$ cat src/rtl/pi1_pkg.sv
// Shared pi1 bus definitions: transaction op codes and the clog2 helper used
// by initiators and responders to derive word-address widths.
package pi1_pkg;

    localparam logic [1:0] PINOOP = 2'b00;
    localparam logic [1:0] PIWROP = 2'b01;
    localparam logic [1:0] PIRDOP = 2'b10;
    localparam logic [1:0] PIRWOP = 2'b11;

    function automatic int unsigned clog2(input int unsigned v);
        int unsigned r;
        r = 0;
        for (int i = 0; i < 32; i++) begin
            if ((64'd1 << i) < 64'(v)) r = i + 1;
        end
        return r;
    endfunction

endpackage

$ cat src/rtl/pi1_copy.sv
// pi1 initiator that copies len words from src to dst, one read then one write
// per word, in ascending address order. All bus outputs are registered.
module pi1_copy
    import pi1_pkg::*;
#(
    parameter  int ARCHBITSZ = 32,
    localparam int ADDRBITSZ = ARCHBITSZ - clog2(ARCHBITSZ / 8)
) (
    input  logic                     clk_i,
    input  logic                     rst_i,
    input  logic                     start_i,
    input  logic [ADDRBITSZ-1:0]     src_i,
    input  logic [ADDRBITSZ-1:0]     dst_i,
    input  logic [ADDRBITSZ-1:0]     len_i,
    output logic                     busy_o,
    output logic                     done_o,
    output logic [1:0]               pi1_op_o,
    output logic [ADDRBITSZ-1:0]     pi1_addr_o,
    output logic [ARCHBITSZ-1:0]     pi1_data_o,
    input  logic [ARCHBITSZ-1:0]     pi1_data_i,
    output logic [ARCHBITSZ/8-1:0]   pi1_sel_o,
    input  logic                     pi1_rdy_i
);

    typedef enum logic [2:0] {
        S_IDLE,
        S_RDREQ,
        S_RDWAIT,
        S_WRREQ,
        S_DONE
    } state_e;

    localparam logic [ADDRBITSZ-1:0] ADDR_ONE = ADDRBITSZ'(1);

    state_e                 state_q, state_d;
    logic [ADDRBITSZ-1:0]   src_q, src_d;
    logic [ADDRBITSZ-1:0]   dst_q, dst_d;
    logic [ADDRBITSZ-1:0]   cnt_q, cnt_d;
    logic [ARCHBITSZ-1:0]   hold_q, hold_d;
    logic [1:0]             op_q, op_d;
    logic [ADDRBITSZ-1:0]   addr_q, addr_d;
    logic [ARCHBITSZ-1:0]   wdata_q, wdata_d;
    logic [ARCHBITSZ/8-1:0] sel_q, sel_d;
    logic                   busy_q, busy_d;
    logic                   done_q, done_d;

    always_comb begin
        state_d = state_q;
        src_d   = src_q;
        dst_d   = dst_q;
        cnt_d   = cnt_q;
        hold_d  = hold_q;

        case (state_q)
            S_IDLE: begin
                if (start_i) begin
                    src_d   = src_i;
                    dst_d   = dst_i;
                    cnt_d   = len_i;
                    state_d = (len_i == '0) ? S_DONE : S_RDREQ;
                end
            end
            S_RDREQ: begin
                if (pi1_rdy_i) state_d = S_RDWAIT;
            end
            S_RDWAIT: begin
                if (pi1_rdy_i) begin
                    hold_d  = pi1_data_i;
                    state_d = S_WRREQ;
                end
            end
            S_WRREQ: begin
                if (pi1_rdy_i) begin
                    src_d   = src_q + ADDR_ONE;
                    dst_d   = dst_q + ADDR_ONE;
                    cnt_d   = cnt_q - ADDR_ONE;
                    state_d = (cnt_q == ADDR_ONE) ? S_DONE : S_RDREQ;
                end
            end
            S_DONE:  state_d = S_IDLE;
            default: state_d = S_IDLE;
        endcase
    end

    // Bus outputs are derived from the next state so they leave the flops
    // already aligned with the state they belong to; during a stall the
    // next state equals the current one, so the bus holds its value.
    always_comb begin
        op_d    = PINOOP;
        addr_d  = addr_q;
        wdata_d = wdata_q;
        case (state_d)
            S_RDREQ: begin
                op_d   = PIRDOP;
                addr_d = src_d;
            end
            S_WRREQ: begin
                op_d    = PIWROP;
                addr_d  = dst_d;
                wdata_d = hold_d;
            end
            default: ;
        endcase
        sel_d  = (op_d != PINOOP) ? '1 : '0;
        busy_d = (state_d != S_IDLE);
        done_d = (state_d == S_DONE);
    end

    always_ff @(posedge clk_i) begin
        if (rst_i) begin
            state_q <= S_IDLE;
            src_q   <= '0;
            dst_q   <= '0;
            cnt_q   <= '0;
            hold_q  <= '0;
            op_q    <= PINOOP;
            addr_q  <= '0;
            wdata_q <= '0;
            sel_q   <= '0;
            busy_q  <= 1'b0;
            done_q  <= 1'b0;
        end else begin
            state_q <= state_d;
            src_q   <= src_d;
            dst_q   <= dst_d;
            cnt_q   <= cnt_d;
            hold_q  <= hold_d;
            op_q    <= op_d;
            addr_q  <= addr_d;
            wdata_q <= wdata_d;
            sel_q   <= sel_d;
            busy_q  <= busy_d;
            done_q  <= done_d;
        end
    end

    assign busy_o     = busy_q;
    assign done_o     = done_q;
    assign pi1_op_o   = op_q;
    assign pi1_addr_o = addr_q;
    assign pi1_data_o = wdata_q;
    assign pi1_sel_o  = sel_q;

endmodule

$ cat config.mk
export PLATFORM = sky130hd
export DESIGN_NAME = pi1_copy
export DESIGN_NICKNAME = d
export VERILOG_FILES = /design/src/rtl/pi1_pkg.sv /design/src/rtl/pi1_copy.sv
export SDC_FILE = /design/constraint.sdc
export NUM_CORES = 1
export LEC_CHECK = 0
export BUFFER_PORTS_ARGS = -buffer_cell sky130_fd_sc_hd__buf_2
export CAP_MARGIN = 20
export CORE_UTILIZATION = 47
export CTS_CLUSTER_SIZE = 12
export DETAILED_ROUTE_END_ITERATION = 16
export HOLD_SLACK_MARGIN = 0.06
export PLACE_DENSITY = 0.79
export SETUP_SLACK_MARGIN = 0.05
export SYNTH_ARGS = -nofsm -noshare
export SYNTH_HDL_FRONTEND = slang
export SYNTH_SLANG_ARGS = --single-unit
$ cat constraint.sdc
create_clock -name clk_i -period 2.5 [get_ports clk_i]
set_clock_uncertainty 0.1 [all_clocks]
set_input_delay 0.5 -clock clk_i [delete_from_list [all_inputs] [get_ports clk_i]]
set_output_delay 0.5 -clock clk_i [all_outputs]
set_load 0.01 [all_outputs]
Word level (Yosys, flattened, before mapping) --
Cells that the tools add are included. W data, S select, Z words.
Word-level totals: flip-flop bits (word level) 195
Operators by class: add/subtract/negate cells 3, equal/unequal tests 9, mux-type cells 21, reductions and logical operators 7
Operators with widths (count):
- $pmux W30 S2 | 4
- $mux W30 | 6
- $mux W32 | 2
- $add A30 B1 Y30 const B | 2
- $eq A30 B1 Y1 const B | 1
- $logic_not A30 Y1 | 1
- $sub A30 B1 Y30 const B | 1
- $mux W3 | 6
- $pmux W3 S4 | 1
- $eq A3 B2 Y1 const B | 3
- $eq A3 B1 Y1 const B | 2
- $reduce_bool A2 Y1 | 3
- $mux W4 | 1
- $ne A2 B2 Y1 const B | 2
- $pmux W2 S2 | 1
- $eq A3 B3 Y1 const B | 1
- $logic_not A3 Y1 | 1
- $reduce_and A3 Y1 | 1
- $reduce_bool A3 Y1 | 1

Depth between registers and ports, before layout --
depth in word-level cells 8, mapped depth 10, gate-level depth less buffers 8

Least setup slack after synthesis --
Ideal clock, no wire load.
kind register -> register, start reg dst_q[0], end reg addr_q[16], in the netlist pi1_addr_o[16], arrival time 2.123 ns, setup slack 0.201 ns, stages on the path, launching flop included 8, path buffers 0, cell sequence dfxtp_1 -> ha_1 -> nand4_1 -> or4_1 -> or4_1 -> a31oi_1 -> a21oi_1 -> o22ai_1
Between the ends: longest elaborated chain between the ends 4
RTL lines:
- from (decl) | RTL line pi1_copy.sv:37 | logic [ADDRBITSZ-1:0] dst_q, dst_d;
- from (signal assigned) | RTL line pi1_copy.sv:125 | dst_q <= dst_d;
- $add A30 B1 Y30 | RTL line pi1_copy.sv:75 | dst_d = dst_q + ADDR_ONE;
- $mux W30 | RTL line pi1_copy.sv:73 | if (pi1_rdy_i) begin
- $pmux W30 S2 | RTL line pi1_copy.sv:54 | case (state_q)
- $pmux W30 S2 | RTL line pi1_copy.sv:92 | case (state_d)
- to (signal assigned) | RTL line pi1_copy.sv:129 | addr_q <= addr_d;
- to (decl) | RTL line pi1_copy.sv:41 | logic [ADDRBITSZ-1:0] addr_q, addr_d;
No other way between the ends. A chain may end at the register's enable or synchronous reset.

Worst setup path after layout --
start reg cnt_q[7], end reg busy_q, in the netlist busy_o
Between the ends: longest elaborated chain between the ends 5
RTL lines:
- from (decl) | RTL line pi1_copy.sv:38 | logic [ADDRBITSZ-1:0] cnt_q, cnt_d;
- from (signal assigned) | RTL line pi1_copy.sv:126 | cnt_q <= cnt_d;
- $eq A30 B1 Y1 | RTL line pi1_copy.sv:77 | state_d = (cnt_q == ADDR_ONE) ? S_DONE : S_RDREQ;
- $mux W3 | RTL line pi1_copy.sv:77
- $mux W3 | RTL line pi1_copy.sv:73
- $pmux W3 S4 | RTL line pi1_copy.sv:54
- $reduce_bool A3 Y1 | RTL line pi1_copy.sv:105 | busy_d = (state_d != S_IDLE);
- to (signal assigned) | RTL line pi1_copy.sv:132 | busy_q <= busy_d;
- to (decl) | RTL line pi1_copy.sv:44 | logic busy_q, busy_d;
No other way between the ends.

==> out/metrics.yaml <==
routing:
  vias: 10200
  wl_per_cell_microns: 18.0
  dr.pass1.iters: 5
  drt_iter0_drc: 1035
  drc: 0
  ant_nets: 0
  via_per_inst: 5.99
  wl_microns: 30600
clocking:
  clk-insertion-delay-late_ns: 0.44
  cts-hold-fix-buffers: 0
  htree_levels: 4
  tritoncts: "built"
  clkTransAtPathRegs_ns: 0.08
  cts_buffers: 17
  root_buffer: "clkbuf_16"
  clock_path_buffers: 2
  clock_sinks: 192
power:
  peakVddDrop_mv: 0.462
  p_leak_nw: 4.88
  total_power_mw: 8.02
  power.density_nw_per_um2: 657
sta:
  rsz0062_at_grt: "yes"
  worst_pin_slew_ns: 0.594
  fin_crit_ns: 2.43
  setup_ws_ns: 0.0701
  max_freq_ghz: 0.412
  hold_viol_final: 0
  drv_slew: 0
  setup_violations: 0
  fin_crit_sh: 0.972
  slew_headroom: 0.604
min_path:
  min_path_type: "input pin to register"
grt:
  track_usage: 0.291
  grt-ovfl-total: 0
  grt_pass1_vias: 9308
  grt_max_degree: 97
  antenna_found_initial: 1
  grt_pass1_wl_microns: 47100
logic_synthesis:
  synth_nets: 1310
  async_flop_share: 0
  synth_area_sq_um: 9540
  synth_cell_types: 75
  synthCells: 1180
  synth-main-ff-cell: "dfxtp_1"
  synth_edf_count: 0
  syn_avg_cell_area_sq_um: 8.08
  ys.warnings.count: 0
  ys_seq_area_frac: 0.403
  ys_ff_latch: 192
run:
  maxCapViolCount: 0
setup_path:
  path_class: "register to register"
  cp_slowest_cell: "o41ai_4"
  arrival_ns: 2.65
  worstSetupEndpointType: "register"
  cp_max_fo: 10
  required_ns: 2.72
  worstSetupStartpointType: "register"
  cp_cell_sequence: "nor4_4 -> nand4_1 -> o41ai_4 -> buf_4 -> a21oi_4 -> o21ai_4 -> inv_2 -> or3_1"
  worst_path_largest_cell_delay_ns: 0.42
floorplan:
  core_sq_um: 19700
  die_area_sq_um: 20900
  die_h_microns: 144
  die-width_microns: 144
  start_util: 0.485
  ios: 196
  rows: 51
run_status:
  outcome: "finished clean"
layout:
  post-route-util: 0.622
  drive_gt1_frac: 0.272
  nets: 1548
  fillers: 1729
  area_growth_pct: 28.1
placement:
  hpwl_microns: 22200
  gp_congestion: 0.916
  dp_slack_ns: -0.227
  port_buffers: 195
==> what timing repair did <==
| item | 4_1_cts | 5_1_grt |
|---|---|---|
| pin swaps | 1 | 17 |
| setup endpoints to repair | 2 | 28 |
| setup buffers | 0 | 7 |
| resized for setup | 3 | 31 |
| hold endpoints to repair | 0 | 0 |
==> cell usage after synthesis, types with 24 or more instances <==
cell type  number  area share
a31oi_1        27       0.018
mux2i_1        41       0.043
nor4_1         24       0.016
a211oi_1       46       0.036
nor2_1        165       0.065
nand4_1        26       0.017
clkbuf_1       64       0.025
a21oi_1        53       0.028
nand2_1       130       0.051
dfxtp_1       192        0.40
o21ai_0        50       0.026
nand3_1        49       0.026
==> cell usage in the layout (no fill, tap or decap), drive strengths merged, types with 19 or more instances in the layout <==
cell	synthesis	routed
buf	25	308
dfxtp	192	192
nor2	166	166
nand2	130	130
a21oi	54	54
o21ai	52	52
nand3	49	49
a211oi	46	46
mux2i	41	41
nor4	28	28
a31oi	27	27
nand4	26	26
inv	20	26
nor3	23	23
or3	19	19
==> critical path: cells and delay by family (launching register included) <==
family	cells	cell delay [ns]
flip-flops	1	0.37
AND/OR/NAND/NOR	3	0.89
buffers and inverters	2	0.27
AO/OA/AOI/OAI	3	0.68
==> layer usage <==
layer | part of all wire | wire (microns) | vias to the layer above | global-route usage
met5 | 0 | 0 | - | 0
met4 | 0.039 | 1210 | 0 | 0.139
met3 | 0.080 | 2440 | 74 | 0.0576
met2 | 0.47 | 14300 | 500 | 0.463
met1 | 0.41 | 12700 | 4724 | 0.376
li1 | - | - | 4864 | -
==> metrics by stage <==
step	setup TNS (ns)	area (sq um)	instances	hold slack, ns
after floorplan	0	9540	1180	0.344
after global placement	-2.37	11400	1657	0.356
after detailed placement	-3.08	11400	1657	0.360
after CTS	0	12000	1689	0.182
after global routing	-0.0682	12200	1697	0.204
final	0	12200	1697	0.190
==> registers in the layout (all words and copies together) (netlist names) <==
register    cells
busy_o          1
cnt_q          30
done_o          1
dst_q          30
hold_q         32
pi1_addr_o     30
pi1_data_o     32
pi1_op_o        2
pi1_sel_o       1
src_q          30
state_q         3
==> area by class of cell <==
class | instances | area, sq um | area share
clock buffers | 17 | 425 | 0.0348
flip-flops and latches | 192 | 3860 | 0.316
repair buffers | 308 | 1920 | 0.157
multi-input cells | 879 | 5390 | 0.441
inverters | 20 | 75.1 | 0.00615
clock inverters | 15 | 213 | 0.0174
diodes | 1 | 2.50 | 0.000205
well taps | 265 | 332 | 0.0271
==> kinds of logic after synthesis <==
kind of cell | share of synthesized area
AND/OR/NAND/NOR | 0.267
AO/OA/AOI/OAI | 0.224
flip-flops | 0.403
buffers and inverters | 0.0464
multiplexers | 0.0501
XOR/XNOR | 0.00367
adder cells (fa/ha/maj) | 0.00525
==> where the power goes <==
part           internal (mW)  total [mW]  leakage (nW)  switching (mW)
sequential              3.28        3.49          1.57           0.203
clock                   1.47        2.88         0.308            1.41
combinational          0.716        1.65          3.00           0.937
==> path summary, 6_finish.rpt <==
kind	from	end	slack, ns	depth (start not counted)
worst max-delay path	cnt_q[7]	busy_o	0.07	8
worst min register to register	cnt_q[16]	cnt_q[16]	0.37	2
worst max register to register	cnt_q[7]	busy_o	0.07	8
worst min-delay path	dst_i[18]	dst_q[18]	0.19	3
Power figures use the tool's default switching activity.
